[config.mk]
export PLATFORM = sky130hd
export DESIGN_NAME = fb_pixel_writer
export DESIGN_NICKNAME = d
export VERILOG_FILES = /design/src/rtl/ledpanel_pkg.sv /design/src/rtl/fb_addr_map.sv /design/src/rtl/fb_pixel_writer.sv
export SDC_FILE = /design/constraint.sdc
export NUM_CORES = 1
export LEC_CHECK = 0
export BUFFER_PORTS_ARGS = -buffer_cell sky130_fd_sc_hd__buf_2
export CAP_MARGIN = 20
export CORE_UTILIZATION = 50
export CTS_CLUSTER_SIZE = 10
export DETAILED_ROUTE_END_ITERATION = 7
export PLACE_DENSITY = 0.9
export SYNTH_ARGS = -nofsm -noshare
export SYNTH_HDL_FRONTEND = slang
export SYNTH_SLANG_ARGS = --single-unit
[constraint.sdc]
create_clock -name clk_in -period 3.3 [get_ports clk_in]
set_input_delay 0.495 -clock clk_in [delete_from_list [all_inputs] [get_ports clk_in]]
set_output_delay 0.495 -clock clk_in [all_outputs]
set_load 0.005 [all_outputs]
[src/rtl/ledpanel_pkg.sv]
// Shared LED-panel geometry, byte-lane encodings and writer FSM states.
// Used by the frame-buffer writer and the panel scan driver.
// Optional build macro: FB_DOUBLE_BUFFER_EN (adds a bank bit on top of the RAM address).
package ledpanel_pkg;

    localparam int PIXEL_DEPTH    = 8;
    localparam int PANEL_WIDTH    = 64;
    localparam int PANEL_HEIGHT   = 32;
    localparam int NUM_PANELS     = 1;
    localparam int IMG_WIDTH      = PANEL_WIDTH * NUM_PANELS;
    localparam int IMG_WIDTH_LOG2 = 6;
    localparam int HALF_ROWS      = PANEL_HEIGHT / 2;
    localparam int ROW_WIDTH      = $clog2(PANEL_HEIGHT);
    localparam int HALF_ROW_WIDTH = $clog2(HALF_ROWS);
    localparam int ADDR_WIDTH     = IMG_WIDTH_LOG2 + HALF_ROW_WIDTH;
    localparam int PIX_WIDTH      = 3 * PIXEL_DEPTH;
    localparam int DATA_WIDTH     = 6 * PIXEL_DEPTH;

`ifdef FB_DOUBLE_BUFFER_EN
    localparam int WR_ADDR_WIDTH  = ADDR_WIDTH + 1;
`else
    localparam int WR_ADDR_WIDTH  = ADDR_WIDTH;
`endif

    // Half-word enables: upper scan half lives in the upper half of the word.
    localparam logic [1:0] BE_UPPER = 2'b10;
    localparam logic [1:0] BE_LOWER = 2'b01;
    localparam logic [1:0] BE_NONE  = 2'b00;

    typedef enum logic [1:0] {
        IDLE = 2'd0,
        RUN  = 2'd1,
        DONE = 2'd2
    } fb_state_e;

    // Both halves carry the same pixel; the byte enables decide which lands.
    function automatic logic [DATA_WIDTH-1:0] replicate_pixel(input logic [PIX_WIDTH-1:0] pix);
        return {pix, pix};
    endfunction

endpackage

[src/rtl/fb_addr_map.sv]
// Raster (row,col) to packed frame-buffer location: rows of the lower scan
// half fold onto the same addresses as the upper half and select the other
// half-word lane.
module fb_addr_map
    import ledpanel_pkg::*;
(
    input  logic [ROW_WIDTH-1:0]      row,
    input  logic [IMG_WIDTH_LOG2-1:0] col,
    output logic [ADDR_WIDTH-1:0]     addr,
    output logic [1:0]                be
);

    logic                      half_s;
    logic [HALF_ROW_WIDTH-1:0] row_in_half_s;

    // Fold the row onto its scan half and pick the half-word lane.
    always_comb begin
        half_s        = (row >= ROW_WIDTH'(HALF_ROWS));
        row_in_half_s = HALF_ROW_WIDTH'(row);
        be            = BE_UPPER;
        if (half_s) begin
            row_in_half_s = HALF_ROW_WIDTH'(row - ROW_WIDTH'(HALF_ROWS));
            be            = BE_LOWER;
        end else begin
            row_in_half_s = HALF_ROW_WIDTH'(row);
            be            = BE_UPPER;
        end
        addr = ADDR_WIDTH'(row_in_half_s) * ADDR_WIDTH'(IMG_WIDTH) + ADDR_WIDTH'(col);
    end

endmodule

[src/rtl/fb_pixel_writer.sv]
// Frame-buffer writer: takes a raster pixel stream (valid/ready + start of
// frame) and issues registered writes into the dual-half packed RAM.
// Optional build macro: FB_DOUBLE_BUFFER_EN -- adds a bank bit as wr_addr MSB
// that flips after every completed frame, plus a disp_bank output.
module fb_pixel_writer
    import ledpanel_pkg::*;
(
    input  logic                     clk_in,
    input  logic                     rst,
    input  logic                     pix_valid,
    output logic                     pix_ready,
    input  logic                     pix_sof,
    input  logic [PIX_WIDTH-1:0]     pix_data,
    output logic                     wr_en,
    output logic [1:0]               wr_be,
    output logic [WR_ADDR_WIDTH-1:0] wr_addr,
    output logic [DATA_WIDTH-1:0]    wr_data,
    output logic                     frame_done,
`ifdef FB_DOUBLE_BUFFER_EN
    output logic                     disp_bank,
`endif
    output logic                     sof_err
);

    localparam logic [IMG_WIDTH_LOG2-1:0] LAST_COL = IMG_WIDTH_LOG2'(IMG_WIDTH - 1);
    localparam logic [ROW_WIDTH-1:0]      LAST_ROW = ROW_WIDTH'(PANEL_HEIGHT - 1);

    fb_state_e                  state_r;
    fb_state_e                  next_state_s;
    logic [IMG_WIDTH_LOG2-1:0]  col_r;
    logic [IMG_WIDTH_LOG2-1:0]  col_next_s;
    logic [ROW_WIDTH-1:0]       row_r;
    logic [ROW_WIDTH-1:0]       row_next_s;
    logic [IMG_WIDTH_LOG2-1:0]  pix_col_s;
    logic [ROW_WIDTH-1:0]       pix_row_s;
    logic                       xfer_s;
    logic                       wr_now_s;
    logic                       sof_err_next_s;
    logic [ADDR_WIDTH-1:0]      map_addr_s;
    logic [1:0]                 map_be_s;
    logic [WR_ADDR_WIDTH-1:0]   full_addr_s;

    logic                       pix_ready_r;
    logic                       wr_en_r;
    logic [1:0]                 wr_be_r;
    logic [WR_ADDR_WIDTH-1:0]   wr_addr_r;
    logic [DATA_WIDTH-1:0]      wr_data_r;
    logic                       frame_done_r;
    logic                       sof_err_r;

    // pix_ready is registered, so it already reflects the current state.
    assign xfer_s = pix_valid & pix_ready_r;

    fb_addr_map u_addr_map (
        .row  (pix_row_s),
        .col  (pix_col_s),
        .addr (map_addr_s),
        .be   (map_be_s)
    );

`ifdef FB_DOUBLE_BUFFER_EN
    logic wr_bank_r;
    logic disp_bank_r;

    assign full_addr_s = {wr_bank_r, map_addr_s};
    assign disp_bank   = disp_bank_r;

    // Bank swap once per completed frame; the scan side always reads the other bank.
    always_ff @(posedge clk_in or posedge rst) begin
        if (rst) begin
            wr_bank_r   <= 1'b0;
            disp_bank_r <= 1'b1;
        end else if (state_r == DONE) begin
            wr_bank_r   <= ~wr_bank_r;
            disp_bank_r <= wr_bank_r;
        end else begin
            wr_bank_r   <= wr_bank_r;
            disp_bank_r <= disp_bank_r;
        end
    end
`else
    assign full_addr_s = map_addr_s;
`endif

    // FSM state register.
    always_ff @(posedge clk_in or posedge rst) begin
        if (rst) begin
            state_r <= IDLE;
        end else begin
            state_r <= next_state_s;
        end
    end

    // Next state, raster counter update and the coordinate of the pixel being accepted.
    always_comb begin
        next_state_s   = state_r;
        col_next_s     = col_r;
        row_next_s     = row_r;
        pix_col_s      = col_r;
        pix_row_s      = row_r;
        wr_now_s       = 1'b0;
        sof_err_next_s = 1'b0;
        case (state_r)
            IDLE: begin
                // Wait for a frame start; stray pixels are accepted and dropped.
                if (xfer_s && pix_sof) begin
                    wr_now_s     = 1'b1;
                    pix_col_s    = '0;
                    pix_row_s    = '0;
                    col_next_s   = IMG_WIDTH_LOG2'(1);
                    row_next_s   = '0;
                    next_state_s = RUN;
                end else begin
                    next_state_s = IDLE;
                end
            end
            RUN: begin
                if (xfer_s) begin
                    wr_now_s = 1'b1;
                    if (pix_sof) begin
                        // Early frame start: truncate and restart at the origin.
                        sof_err_next_s = 1'b1;
                        pix_col_s      = '0;
                        pix_row_s      = '0;
                        col_next_s     = IMG_WIDTH_LOG2'(1);
                        row_next_s     = '0;
                    end else if ((row_r == LAST_ROW) && (col_r == LAST_COL)) begin
                        col_next_s     = '0;
                        row_next_s     = '0;
                        next_state_s   = DONE;
                    end else if (col_r == LAST_COL) begin
                        col_next_s     = '0;
                        row_next_s     = row_r + ROW_WIDTH'(1);
                    end else begin
                        col_next_s     = col_r + IMG_WIDTH_LOG2'(1);
                    end
                end else begin
                    next_state_s = RUN;
                end
            end
            DONE: begin
                next_state_s = IDLE;
            end
            default: begin
                next_state_s = IDLE;
                col_next_s   = '0;
                row_next_s   = '0;
            end
        endcase
    end

    // Raster position counters; held while the source stalls.
    always_ff @(posedge clk_in or posedge rst) begin
        if (rst) begin
            col_r <= '0;
            row_r <= '0;
        end else begin
            col_r <= col_next_s;
            row_r <= row_next_s;
        end
    end

    // Registered write port and status pulses: one write per accepted pixel.
    always_ff @(posedge clk_in or posedge rst) begin
        if (rst) begin
            pix_ready_r  <= 1'b0;
            wr_en_r      <= 1'b0;
            wr_be_r      <= BE_NONE;
            wr_addr_r    <= '0;
            wr_data_r    <= '0;
            frame_done_r <= 1'b0;
            sof_err_r    <= 1'b0;
        end else begin
            pix_ready_r  <= (next_state_s != DONE);
            frame_done_r <= (next_state_s == DONE);
            sof_err_r    <= sof_err_next_s;
            wr_en_r      <= wr_now_s;
            if (wr_now_s) begin
                wr_be_r   <= map_be_s;
                wr_addr_r <= full_addr_s;
                wr_data_r <= replicate_pixel(pix_data);
            end else begin
                wr_be_r   <= BE_NONE;
                wr_addr_r <= wr_addr_r;
                wr_data_r <= wr_data_r;
            end
        end
    end

    assign pix_ready  = pix_ready_r;
    assign wr_en      = wr_en_r;
    assign wr_be      = wr_be_r;
    assign wr_addr    = wr_addr_r;
    assign wr_data    = wr_data_r;
    assign frame_done = frame_done_r;
    assign sof_err    = sof_err_r;

endmodule

**After elaboration in Yosys (flattened, before gate mapping)**

Cells that the tools add are included.

- Bits in registers: 77
- Bits in latches: 0
- Memory bits (writable): 0
- ROM bits: 0
- Input bits: 28
- Output and inout bits: 64
- Word-level logic and storage cells: 64
- Memories kept: 0

- Add/sub/neg operators: 4
- Multiply operators: 0
- Divide/modulo/power cells: 0
- $lt $le $gt $ge: 1
- Equal/unequal tests: 9
- Shifts and indexed selects: 0
- Mux-type cells: 33
- Bitwise gates (word level): 2
- Reduce and logical (&&, ||, !) cells: 5

Operators by type and width:

| kind | count |
|---|---|
| $mux W6 | 8 |
| $mux W5 | 7 |
| $pmux W6 S3 | 1 |
| $pmux W5 S3 | 1 |
| $pmux W6 S2 | 1 |
| $add A10 B6 Y10 | 1 |
| $mux W2 | 5 |
| $pmux W5 S2 | 1 |
| $add A6 B1 Y6 const B | 1 |
| $eq A6 B6 Y1 const B | 1 |
| $mux W1 | 6 |
| $ne A2 B2 Y1 const B | 3 |
| $reduce_and A3 Y1 | 2 |
| $add A5 B1 Y5 const B | 1 |
| $eq A5 B5 Y1 const B | 1 |
| $ge A5 B5 Y1 const B | 1 |
| $eq A2 B2 Y1 const B | 2 |
| $mux W4 | 1 |
| $ne A4 B4 Y1 const B | 1 |
| $pmux W2 S2 | 1 |
| $sub A4 B1 Y4 const B | 1 |
| $eq A2 B1 Y1 const B | 1 |
| $logic_and A1 B1 Y1 | 2 |
| $logic_not A2 Y1 | 1 |
| 3 further kinds | 3 |

**Logic depth before layout (Yosys ltp)**

- Word-level depth: 7
- Gate-level depth with buffers: 7
- Gate-level depth less buffers: 7

**By module**

Synthesis repeated with hierarchy kept, for this count alone.

- Cell total of the unflattened synthesis: 210
- Area total of the unflattened synthesis: 2651.3 µm²

By module, submodules not included:

| module | times used | cells an instance | area an instance (µm²) | seq. area each (µm²) |
|---|---|---|---|---|
| fb_pixel_writer | 1 | 197 | 2561.2 | 1326.3 |
| fb_addr_map | 1 | 13 | 90.1 | 0.0 |

**Worst setup path after synthesis**

OpenSTA, ideal clock, no wires.

- Path type: reg2reg
- Start point: register row_r[0]
- End point: register row_r[2]
- Library setup time: 0.067 ns
- Arrival: 1.755 ns
- Data required time: 3.233 ns
- Setup slack: 1.479 ns
- Cell stages (with the launch flop): 7
- Path buffers: 0
- Clock period less this slack: 1.821 ns
- Cells stage by stage: dfrtp_1 -> ha_1 -> and3_1 -> ha_1 -> and3_1 -> a2111oi_0 -> o32a_1

- Longest elaborated chain between the ends: 6
- Elaborated cells on any way between the ends: 10
- Classes of those cells: 1 x add/sub; 2 x eq/ne; 5 x mux; 2 x reduce/logical

Ends and longest elaborated chain:

| element | RTL line | source |
|---|---|---|
| start: declaration | fb_pixel_writer.sv:32 | `logic [ROW_WIDTH-1:0] row_r;` |
| start signal: assignment | fb_pixel_writer.sv:159 | `row_r <= row_next_s;` |
| $add A5 B1 Y5 / $eq A5 B5 Y1 (equally long branches) | fb_pixel_writer.sv:133, fb_pixel_writer.sv:127 |  |
| $mux W5 / $logic_and A1 B1 Y1 (equally long branches) | fb_pixel_writer.sv:131, fb_pixel_writer.sv:127 |  |
| $mux W5 | fb_pixel_writer.sv:127 | `end else if ((row_r == LAST_ROW) && (col_r == LAST_COL)) begin` |
| $mux W5 | fb_pixel_writer.sv:120 | `if (pix_sof) begin` |
| $mux W5 | fb_pixel_writer.sv:118 | `if (xfer_s) begin` |
| $pmux W5 S3 | fb_pixel_writer.sv:103 | `case (state_r)` |

Several ways; a longest one is shown, not always the timed one. The select of a mux whose other input is x is not followed.
A chain may end at the register's enable or synchronous reset.

**Final worst setup path**

- Start point: register state_r[0]
- End point: register wr_data_r[32], in the netlist wr_data[32]

- Longest elaborated chain between the ends: 2
- Elaborated cells on any way between the ends: 3
- Classes of those cells: 1 x eq/ne; 1 x mux; 1 x reduce/logical

Ends and longest elaborated chain:

| element | RTL line | source |
|---|---|---|
| start: declaration | fb_pixel_writer.sv:28 | `fb_state_e state_r;` |
| start signal: assignment | fb_pixel_writer.sv:90 | `state_r <= next_state_s;` |
| $eq A2 B1 Y1 / $logic_not A2 Y1 (equally long branches) | fb_pixel_writer.sv:103 |  |
| $pmux W1 S2 (*) | fb_pixel_writer.sv:103 |  |
| end signal: assignment | fb_pixel_writer.sv:181 | `wr_data_r <= replicate_pixel(pix_data);` |
| end signal: assignment | fb_pixel_writer.sv:185 | `wr_data_r <= wr_data_r;` |
| end: declaration | fb_pixel_writer.sv:47 | `logic [DATA_WIDTH-1:0] wr_data_r;` |

Every way passes the cells marked *; elsewhere a longest branch is shown, timed or not.

==> results_dict.tcl <==
set metrics [dict create \
    worst_clock_skew_ns 0.00704 \
    crit_buf_inv 1 \
    max_freq_mhz 475 \
    slew_violations 0 \
    dr.pass1.iters 4 \
    fp.dieW_um 72.3 \
    syn_nets 250 \
    maxSlewHeadroom_pct 51.0 \
    track_usage_pct 22.1 \
    gr-total-overflow 0 \
    wl_per_cell_um 15.3 \
    drt_iter0_drc 122 \
    crit_path_max_incr_delay_ns 0.59 \
    yosys_register_bits 53 \
    seq_power_share_pct 56.0 \
    syn-mean-instance-area_um2 11.3 \
    die_y_um 72.3 \
    antenna_left 0 \
    fin_hold_ws_ns 0.267 \
    synth_xor_area_share_pct 0.709 \
    holdBufCountCts 0 \
    p_int_uw 957 \
    top_usage_layer "met2" \
    initial_utilization_pct 52.0 \
    power_density_mw_per_mm2 449 \
    place_ws_ns 1.05 \
    synthToLayoutAreaGrowth_pct 17.4 \
    grt_pass1_wl_um 8630 \
    cts_max_level 2 \
    p_comb_share_pct 14.5 \
    synth_simple_gate_area_share_pct 11.9 \
    place_area_mm2 0.00278 \
    ys_warn_count 0 \
    finalCritPeriodShare_pct 63.8 \
    syn_area_mm2 0.00247 \
    worstHoldPathType "primary input to asynchronous set/reset pin" \
    maxCapViolations 0 \
    via_count 1927 \
    remaining_drc_errors 0 \
    cts.sinks 53 \
    finalWorstSetupSlack_ns 1.20 \
    p_sw_share_pct 26.5 \
    cts_root_buf "clkbuf_8" \
    crit_type "flip-flop to flip-flop" \
    setup_violations 0 \
    peakVddDrop_uv 206 \
    die_area_mm2 0.00523 \
    place_inst 346 \
    std_cell_rows 25 \
    arrival_ns 2.31 \
    post_cts_buffers 0 \
    worstPathCellList "nor2_1, or3_4, inv_2, mux2_2" \
    core_area_mm2 0.00475 \
    critPathTopFamily "flip-flops" \
    critPathMaxFanout 41 \
    synthDistinctLibCells 42 \
    layout_min_cycle_time_ns 2.10 \
    fin_setup_tns_ns 0 \
    status "finished, final reports clean" \
    cts.path.max_buffers 2 \
    synthMuxAreaShare_pct 10.9 \
    gp_congestion 0.920 \
    slowest_stage "dfrtp_1" \
    clkPwrFrac_pct 29.5 \
    startpoint_type "flip-flop" \
    met1_usage_pct 25.6 \
    synth_adder_area_share_pct 1.52 \
    hold_viol 0 \
    grt_pass1_vias 1800 \
    p_switching_uw 345 \
    pin_count 92 \
    rsz0062_at_grt "no" \
    stdcell_area_mm2 0.00290 \
    postSynthCellCount 219 \
    n_antenna_cell 0 \
    instances_no_fill 355 \
    met3_usage_pct 5.00 \
    port_buffers 91 \
    synth_top_family_by_area "simple AND/OR/NAND/NOR gates" \
    viasPerCell 5.43 \
    drive_gt1_share_pct 37.8 \
    leakage_uw 0.00146 \
    tightest_slew_ns 0.734 \
    cts_tree "built" \
    antenna_found_initial 0 \
    gr-usage-met2_pct 38.9 \
    cp.required_ns 3.50 \
    clk_pin_slew_ns 0.10 \
    cts_buffers 5 \
    cts_repair_resize_count 0 \
    nets 318 \
    grt_start_max_net_pins 54 \
    wl_um 5440 \
    synth_seq_area_share_pct 53.6 \
    worst_setup_path_end_kind "flip-flop" \
    hpwl_um 3820 \
    insertion_delay_ns 0.31 \
    synth_compound_area_share_pct 9.77 \
]
synth_stat cells:
| master | number | area, µm² |
|---|---|---|
| o41ai_1 | 1 | 8.76 |
| nor4_1 | 1 | 6.26 |
| o41ai_2 | 1 | 16.3 |
| buf_2 | 3 | 15.0 |
| o211ai_1 | 1 | 7.51 |
| and2_1 | 2 | 12.5 |
| nor3b_2 | 1 | 12.5 |
| o21ai_0 | 18 | 90.1 |
| mux2_1 | 23 | 259 |
| o22a_1 | 1 | 8.76 |
| inv_1 | 13 | 48.8 |
| nand4b_1 | 1 | 8.76 |
| buf_6 | 3 | 33.8 |
| a31oi_1 | 1 | 6.26 |
| mux2_2 | 1 | 11.3 |
| o32a_1 | 1 | 10.0 |
| dfrtp_1 | 53 | 1330 |
| inv_2 | 1 | 3.75 |
| o2111ai_1 | 1 | 8.76 |
| xor2_1 | 2 | 17.5 |
| nor2_1 | 8 | 30.0 |
| ha_1 | 3 | 37.5 |
| and4_1 | 1 | 8.76 |
| nor3_1 | 3 | 15.0 |
| and3_1 | 6 | 37.5 |
| buf_4 | 24 | 180 |
| o311ai_0 | 1 | 8.76 |
| nand3_1 | 13 | 65.1 |
| a21oi_1 | 2 | 10.0 |
| nand2_1 | 14 | 52.6 |
| or3_4 | 1 | 11.3 |
| nor2b_1 | 1 | 6.26 |
| or3b_2 | 1 | 8.76 |
| nand2_2 | 1 | 6.26 |
| a21o_1 | 2 | 15.0 |
| a2bb2oi_1 | 1 | 8.76 |
| or2_2 | 1 | 6.26 |
| clkbuf_1 | 1 | 3.75 |
| a2111oi_0 | 2 | 17.5 |
| nand2b_1 | 1 | 6.26 |
| a22o_1 | 2 | 17.5 |
| o31ai_1 | 1 | 7.51 |
final cells by class:
cell class	instances	area, µm²
Clock buffer	6	82.6
Clock inverter	2	13.8
Inverter	14	52.6
Sequential cell	53	1330
Timing Repair Buffer	92	483
Multi-Input combinational cell	121	861
Tap cell	67	83.8
Fill cell	378	1850
cell usage in the layout (no fill, tap or decap), types with 2 or more instances in the layout:
master / count
buf_2: 91
dfrtp_1: 53
mux2_1: 23
o21ai_0: 18
nand2_1: 14
nand3_1: 13
inv_1: 12
nor2_1: 8
and3_1: 6
clkbuf_8: 6
nor3_1: 3
ha_1: 3
inv_2: 2
and2_1: 2
a22o_1: 2
a21o_1: 2
xor2_1: 2
a21oi_1: 2
a2111oi_0: 2
path summary, 6_finish.rpt:
check                                        start                       to  slack (ns)  depth (start not counted)
setup / recovery              state_r[0]$_DFF_PP0_  wr_data[32]$_DFFE_PP0P_        1.20                          4
hold / removal                                 rst     col_r[5]$_DFFE_PP0P_        0.27                          2
setup reg to reg              state_r[0]$_DFF_PP0_  wr_data[32]$_DFFE_PP0P_        1.20                          4
hold reg to reg            wr_data[44]$_DFFE_PP0P_  wr_data[44]$_DFFE_PP0P_        0.50                          1
max in group asynchronous                      rst   wr_addr[6]$_DFFE_PP0P_        2.49                          3
min in group clk_in                    pix_data[6]  wr_data[30]$_DFFE_PP0P_        0.39                          2
stage by stage:
step                      utilization, %  total power [µW]
after floorplan                        -               864
after global placement              58.4               914
after detailed placement            58.4               927
after CTS                           60.5              1300
after global routing                61.1              1360
final                               61.1              1300
power groups by stage:
stage / Combinational (µW) / Clock [µW] / Sequential, µW
after floorplan: 125 / 0 / 739
after global placement: 177 / 0 / 737
after detailed placement: 186 / 0 / 741
after CTS: 187 / 388 / 728
after global routing: 211 / 411 / 735
final: 189 / 384 / 729
state kept, by name, summed over array words and instances (netlist names):
signal	count
frame_done	1
wr_en	1
pix_ready	1
col_r	6
row_r	5
wr_addr	10
sof_err	1
state_r	2
wr_data	24
wr_be	2
routing by layer:
metal	up-vias	wire length, µm	share of wire [%]
met5	-	0	0
met4	0	107	2.0
met2	101	2800	51
li1	876	-	-
met1	940	2110	39
met3	10	425	7.8
logic make-up (layout without fill, tap and decap cells):
kind of cell	Yosys count	count (layout)
adders and majority gates	3	3
DFF	53	53
xor gates and xnor gates	2	2
AOI/OAI and AO/OA	36	36
muxes	24	24
and+or+nand+nor	56	56
buffers and inverters	45	114
Note: power is estimated with default switching activity, not from simulation.
